===== src/rtl/corr_pkg.sv =====
// Shared types and constants for the windowed correlation counter.
package corr_pkg;

    localparam int TIME_W_DEF = 8;

    typedef logic [TIME_W_DEF-1:0] count_t;

    localparam count_t COUNT_MAX = '1;

    typedef struct packed {
        count_t X;
        count_t Y;
        count_t Isect;
        count_t Symdiff;
    } corr_result_t;

    // Slot of each statistic in the counter bank
    localparam int IDX_X       = 0;
    localparam int IDX_Y       = 1;
    localparam int IDX_ISECT   = 2;
    localparam int IDX_SYMDIFF = 3;
    localparam int N_CNT       = 4;

endpackage


===== src/rtl/corr_sat_counter.sv =====
// Up-counter with synchronous clear that sticks at all-ones instead of wrapping.
module corr_sat_counter #(
    parameter int W = 8
) (
    input  logic         clk,
    input  logic         rst_n,
    input  logic         clr,
    input  logic         inc,
    output logic [W-1:0] value
);

    always_ff @(posedge clk or negedge rst_n) begin
        if (!rst_n) begin
            value <= '0;
        end else if (clr) begin
            value <= '0;
        end else if (inc && (value != '1)) begin
            value <= value + W'(1);
        end
    end

endmodule


===== src/rtl/corr_count_window.sv =====
// Windowed X/Y/AND/XOR counter over two selectable probe bits, with a
// snapshot result register read out through a valid/ready handshake.
module corr_count_window
    import corr_pkg::*;
#(
    parameter int N_CH   = 8,
    parameter int TIME_W = 8,
    parameter int SEL_W  = $clog2(N_CH)
) (
    input  logic              i_clk,
    input  logic              i_rst_n,
    input  logic              i_cg,
    input  logic [N_CH-1:0]   i_bits,
    input  logic [SEL_W-1:0]  i_xSel,
    input  logic [SEL_W-1:0]  i_ySel,
    input  logic [TIME_W-1:0] i_windowLenM1,
    input  logic              i_restart,
    output logic [TIME_W-1:0] o_t,
    output logic              o_valid,
    input  logic              i_ready,
    output logic [TIME_W-1:0] o_countX,
    output logic [TIME_W-1:0] o_countY,
    output logic [TIME_W-1:0] o_countIsect,
    output logic [TIME_W-1:0] o_countSymdiff,
    output logic              o_overrun
);

    logic              armed_reg;
    logic [SEL_W-1:0]  xsel_reg;
    logic [SEL_W-1:0]  ysel_reg;
    logic [TIME_W-1:0] lenm1_reg;
    logic [TIME_W-1:0] t_reg;
    logic              valid_reg;
    logic              overrun_reg;

    logic [SEL_W-1:0]  xsel_in;
    logic [SEL_W-1:0]  ysel_in;
    logic              x_bit;
    logic              y_bit;
    logic              complete;
    logic              clear;
    logic              transfer;
    logic [N_CNT-1:0]  inc;

    // Out-of-range selects fall back to channel 0
    assign xsel_in = (int'(i_xSel) < N_CH) ? i_xSel : '0;
    assign ysel_in = (int'(i_ySel) < N_CH) ? i_ySel : '0;

    assign x_bit = i_bits[xsel_reg];
    assign y_bit = i_bits[ysel_reg];

    assign inc[IDX_X]       = i_cg & x_bit;
    assign inc[IDX_Y]       = i_cg & y_bit;
    assign inc[IDX_ISECT]   = i_cg & x_bit & y_bit;
    assign inc[IDX_SYMDIFF] = i_cg & (x_bit ^ y_bit);

    // Restart outranks completion; the first edge after reset acts as a restart
    assign complete = armed_reg && !i_restart && i_cg && (t_reg == lenm1_reg);
    assign clear    = !armed_reg || i_restart || complete;
    assign transfer = valid_reg && i_ready;

    always_ff @(posedge i_clk or negedge i_rst_n) begin
        if (!i_rst_n) begin
            armed_reg <= 1'b0;
            xsel_reg  <= '0;
            ysel_reg  <= '0;
            lenm1_reg <= '0;
            t_reg     <= '0;
        end else begin
            armed_reg <= 1'b1;
            if (clear) begin
                xsel_reg  <= xsel_in;
                ysel_reg  <= ysel_in;
                lenm1_reg <= i_windowLenM1;
                t_reg     <= '0;
            end else if (i_cg) begin
                t_reg <= t_reg + TIME_W'(1);
            end
        end
    end

    genvar gi;
    generate
        for (gi = 0; gi < N_CNT; gi++) begin : g_cnt
            logic [TIME_W-1:0] live;
            logic [TIME_W-1:0] final_cnt;
            logic [TIME_W-1:0] res_reg;

            corr_sat_counter #(.W(TIME_W)) u_cnt (
                .clk   (i_clk),
                .rst_n (i_rst_n),
                .clr   (clear),
                .inc   (inc[gi]),
                .value (live)
            );

            // Snapshot must include the sample taken on the completing edge
            assign final_cnt = (live == '1) ? live : live + TIME_W'(inc[gi]);

            always_ff @(posedge i_clk or negedge i_rst_n) begin
                if (!i_rst_n) begin
                    res_reg <= '0;
                end else if (complete) begin
                    res_reg <= final_cnt;
                end
            end
        end
    endgenerate

    always_ff @(posedge i_clk or negedge i_rst_n) begin
        if (!i_rst_n) begin
            valid_reg   <= 1'b0;
            overrun_reg <= 1'b0;
        end else if (complete) begin
            valid_reg   <= 1'b1;
            overrun_reg <= valid_reg && !i_ready;
        end else if (transfer) begin
            valid_reg   <= 1'b0;
            overrun_reg <= 1'b0;
        end
    end

    assign o_t            = t_reg;
    assign o_valid        = valid_reg;
    assign o_overrun      = overrun_reg;
    assign o_countX       = g_cnt[IDX_X].res_reg;
    assign o_countY       = g_cnt[IDX_Y].res_reg;
    assign o_countIsect   = g_cnt[IDX_ISECT].res_reg;
    assign o_countSymdiff = g_cnt[IDX_SYMDIFF].res_reg;

endmodule


===== config.mk =====
export PLATFORM = sky130hd
export DESIGN_NAME = corr_count_window
export DESIGN_NICKNAME = d
export VERILOG_FILES = /design/src/rtl/corr_pkg.sv /design/src/rtl/corr_sat_counter.sv /design/src/rtl/corr_count_window.sv
export SDC_FILE = /design/constraint.sdc
export NUM_CORES = 1
export LEC_CHECK = 0
export BUFFER_PORTS_ARGS = -buffer_cell sky130_fd_sc_hd__buf_4
export CAP_MARGIN = 10
export CORE_MARGIN = 1.5
export CORE_UTILIZATION = 47
export CTS_CLUSTER_SIZE = 40
export DETAILED_ROUTE_END_ITERATION = 7
export PLACE_DENSITY = 0.68
export SLEW_MARGIN = 20
export SYNTH_ARGS = -nofsm -noshare
export SYNTH_HDL_FRONTEND = slang
export SYNTH_SLANG_ARGS = --single-unit

===== constraint.sdc =====
create_clock -name i_clk -period 3.2 [get_ports i_clk]
set_input_delay 0.16 -clock i_clk [delete_from_list [all_inputs] [get_ports i_clk]]
set_output_delay 0.16 -clock i_clk [all_outputs]
set_load 0.05 [all_outputs]

==> Word level (Yosys, flattened, before mapping) <==
Cells that the tools add are included.
{ "word_totals": {"reg_bits": 89, "out_inout_bits": 42, "word_cells": 81} }
{ "classes": {"addsub": 9, "magnitude_cmp": 2, "n_eq_ne": 9, "mux": 21, "n_bitwise": 5, "n_reduce_logical": 20} }
{ "op_table": {"columns": ["cell", "count"], "rows": [
  ["two-way mux 8 bit", 14],
  ["adder 8 x 1 -> 8 bit, second input constant", 5],
  ["adder 8 x 1 -> 8 bit", 4],
  ["equality test 8 bit, second input constant", 4],
  ["!= test 8 bit, second input constant", 4],
  ["nonzero test 2 bit", 6],
  ["logical AND 1 bit", 9],
  ["equality test 8 bit", 1],
  ["less-than comparator 3 x 4 -> 1 bit, second input constant", 2],
  ["binary-select mux 1 bit (select 3 bit)", 2],
  ["two-way mux 1 bit", 5],
  ["bitwise AND 1 bit", 4],
  ["zero test 1 bit", 3],
  ["logical OR 1 bit", 2],
  ["XOR 1 bit", 1]
]} }

==> Longest topological paths before layout <==
{ "logic_depth": {"depth_word": 7, "ltp_mapped": 13} }

==> Modules after synthesis <==
Synthesis repeated with hierarchy kept, for this count alone.
{ "hier_totals": {"hier_cells": 494, "hier_area_um2": 5047.3} }
{ "by_module_without_submodules": {"columns": ["mod", "instances", "cells_each", "area_each_um2"], "rows": [
  ["corr_count_window", 1, 298, 3190.6],
  ["corr_sat_counter", 4, 49, 464.2]
]} }

==> Least setup slack after synthesis <==
OpenSTA, ideal clock, no wires.
{ "synth_timing": {"path_kind": "reg-to-reg", "from": "reg ysel_reg[0]", "to": "reg g_cnt[3].res_reg[6] (netlist: o_countSymdiff[6])", "arrival_time_ps": 2209, "t_required_ps": 3082, "setup_slack_ps": 873, "path_stages_with_launch": 14, "period_less_slack_ps": 2327, "cell_sequence": "dfrtp_1 > buf_6 > mux2i_1 > a22oi_2 > nand3_1 > xnor2_2 > buf_6 > nor2_1 > ha_1 > ha_1 > nand3_1 > xor2_1 > a21oi_1 > a21o_1"} }
{ "synth_via": {"elab_chain_cells": 6} }
{ "synth_rtl": {"columns": ["element", "line", "rtl"], "rows": [
  ["start, declared", "corr_count_window.sv:30", "logic [SEL_W-1:0] ysel_reg;"],
  ["start signal, assigned", "corr_count_window.sv:73", "ysel_reg <= ysel_in;"],
  ["binary-select mux 1 bit (select 3 bit)", "corr_count_window.sv:50", "assign y_bit = i_bits[ysel_reg];"],
  ["two-way mux 1 bit (not written as such)", "corr_count_window.sv:50", null],
  ["XOR 1 bit", "corr_count_window.sv:55", "assign inc[IDX_SYMDIFF] = i_cg & (x_bit ^ y_bit);"],
  ["bitwise AND 1 bit", "corr_count_window.sv:55", null],
  ["adder 8 x 1 -> 8 bit", "corr_count_window.sv:98", "assign final_cnt = (live == '1) ? live : live + TIME_W'(inc[gi]);"],
  ["two-way mux 8 bit", "corr_count_window.sv:98", null],
  ["end signal, assigned", "corr_count_window.sv:104", "res_reg <= final_cnt;"],
  ["end, declared", "corr_count_window.sv:87", "logic [TIME_W-1:0] res_reg;"]
]} }
Every way passes these cells. The select of a mux whose other input is x is not followed.
A chain may end at the register's enable or synchronous reset.

==> Final worst setup path <==
Same ends and word-level chain as after synthesis.

==> out/results.txt <==
Skew final -> 0.00914 ns
Largest family of logic cells by synthesized area -> simple AND/OR/NAND/NOR gates
Post-layout min period -> 2.63 ns
Rows -> 36
Buffers on Ports -> 68
Diode count -> 0
Hold bufs inserted after CTS -> 15
GR Overflow Total -> 0
Die X -> 103 µm
DRC errors left -> 0
Drt pass-1 iters -> 4
Crit path capture type -> register
Synth Area in XOR/XNOR -> 0.0926
Max cap viols -> 0
Post-DP HPWL -> 6650 µm
Max reg flops -> 32
Wire per inst -> 13.5 µm
Sink Count -> 89
Slew Limit Fails -> 0
Die H -> 103 µm
Post-Syn Area -> 4720 µm²
Syn_area_per_cell -> 9.25 µm²
RR Endpoint -> o_countSymdiff[6]
Routed WL -> 9700 µm
Met2 usage -> 0.335
CP max FO -> 16
Layout Nets -> 620
Area grow syn2layout -> 20.0%
Proportion of layout cells with a drive suffix above 1 -> 0.171
Compound-Gate Fraction of Synth Area -> 0.0727
Pleak -> 2.64 nW
Final hold violations -> 0
Unique masters post-synth -> 42
GRT met1 Usage -> 0.261
Crit path DAT -> 2.88 ns
Yosys reg bits -> 89
Tightest Pin Transition -> 0.698 ns
Required @ worst endpoint -> 3.45 ns
Max-slew headroom -> 0.535
Mux cell area share after synthesis -> 0.0470
Hold Path Depth -> 3
Critical Path Start Type -> register
Busiest layer in global routing -> met2
Later-pin clock latency in the skew report -> 0.36 ns
Largest cells by area after synthesis -> dfrtp_1 47%, nand2_1 7.3%, xnor2_1 5.8%
Simple-gate share of the synthesized area -> 0.241
RSZ-0062 raised after global routing -> false
Post-Layout Cell Count -> 717
First-pass GRT wire length -> 16,800 µm
Synth cell count leaders -> 92 x nand2_1, 89 x dfrtp_1, 45 x nor2_1
Placer Congestion -> 0.853
Post-synth EDFFs -> 0
Core box area -> 9770 µm²
Peak supply drop -> 250 µV
IO Count -> 69
Gate Count Post-Synth -> 510
CTS Buf Count -> 9
Placed cells -> 686
Postcts setup bufs -> 0
Hold path startpoint -> i_xSel[2]
Register-to-Register Setup Slack -> 0.57 ns
Sequential area share after synthesis -> 0.472
Clk slew on worst S/H paths -> 0.09 ns
DR vias/cell -> 5.21
Largest net degree at the start of global routing -> 55
Max Root-Sink Buffers -> 2
Most common cell in the netlist -> nand2_1
HP Class -> primary input to register
CTS tree -> done
Adder-Cell Fraction of Synth Area -> 0.0371
Yosys top cell by area -> dfrtp_1
Fmax achieved -> 380 MHz
Total GRT Usage -> 0.202
Final period util -> 0.823
R2R depth -> 11
Starting Density -> 0.482
H-tree levels -> 3
Initial antenna violation count -> 0
Root Driver -> clkbuf_8
Reg with most FFs -> g_cnt.u_cnt.value
Post-synth ARST share -> 1.00
Status -> finished clean
DRT iter0 DRCs -> 112
Ys Warns -> 0
Post-synth top area share -> 0.472
Die Area -> 10,600 µm²
Met3 Use GR -> 0.0556
Final ANT Viol Nets -> 0
Crit path kind -> register to register
Via count -> 3,737
Post-synth net total -> 551
Setup TNS -> 0 ns
Number of global-route vias before repair -> 3,716
Final setup vio count -> 0
Worst Hold End -> xsel_reg[2]
Post-CTS sizing -> 0
R2r startpoint -> ysel_reg[0]
Post-synth top flop -> dfrtp_1
Power per cell area -> 403 nW/µm²
per-stage QoR:
step                hold slack (ns)  area [µm²]  total power [mW]  setup WS, ns  utilization
detailed placement            0.264        5280              1.42         0.568        0.541
finish                       0.0305        5660              2.28         0.567        0.579
global placement              0.252        5280              1.42         0.609        0.541
global route                 0.0163        5660              2.39         0.319        0.579
floorplan                    -0.136        4720              1.34         0.873            -
CTS                         0.00992        5660              2.31         0.547        0.579
layout by cell type (no fill, tap or decap), types with 4 or more instances in the layout:
master / netlist / routed
dlygate4sd3_1: 0 / 15
ha_1: 14 / 14
o21ai_0: 42 / 42
xor2_1: 17 / 17
or3_1: 6 / 5
nand2_1: 92 / 92
nand3_1: 24 / 24
clkbuf_8: 0 / 9
nor2_1: 45 / 45
a21oi_1: 13 / 13
and3_1: 10 / 10
mux2i_1: 21 / 21
dfrtp_1: 89 / 89
inv_1: 4 / 4
nor3_1: 13 / 13
xnor2_1: 31 / 31
nand4_1: 20 / 20
buf_4: 1 / 74
layer usage:
layer	vias up	wire length (µm)
met3	11	452
met5	-	0
li1	1877	-
met2	80	4660
met4	0	108
met1	1769	4480
area by class of cell:
type | instances | area (µm²)
multi-input cells | 385 | 2320
clock buffers | 9 | 124
clock inverters | 7 | 101
inverters | 5 | 18.8
well taps | 133 | 166
repair buffers | 89 | 706
flip-flops and latches | 89 | 2230
fillers | 874 | 4120
report_power, final:
group / internal, mW / switching, mW / total, mW
sequential: 1.15 / 0.0248 / 1.17
clock: 0.448 / 0.424 / 0.872
combinational: 0.100 / 0.141 / 0.241
total: 1.69 / 0.589 / 2.28
worst max-delay path, cell delays in order (launching register included):
cell     delay, ns
dfrtp_1       0.46
mux2i_1       0.17
a22oi_2       0.20
nand3_1       0.15
xnor2_2       0.51
nor2_1        0.09
ha_1          0.22
ha_1          0.22
nand3_1       0.10
xor2_1        0.15
a21oi_1       0.09
a21o_1        0.16
how the worst max path moves through the flow:
stage / start / endpoint / slack, ns / cells after the start
CTS: ysel_reg[0] / o_countSymdiff[6] / 0.55 / 11
global placement: ysel_reg[0] / o_countSymdiff[6] / 0.61 / 11
finish: ysel_reg[0] / o_countSymdiff[6] / 0.57 / 11
global route: ysel_reg[0] / o_countSymdiff[6] / 0.32 / 11
floorplan: ysel_reg[0] / o_countSymdiff[6] / 0.87 / 13
detailed placement: ysel_reg[0] / o_countSymdiff[6] / 0.57 / 11
kinds of logic after synthesis:
kind of cell             count (synthesis)
other                                    1
adder cells (fa/ha/maj)                 14
AND/OR/NAND/NOR                        236
buffers and inverters                   36
AO/OA/AOI/OAI                           63
XOR/XNOR                                49
flip-flops                              89
multiplexers                            22
Power figures use the tool's default switching activity.
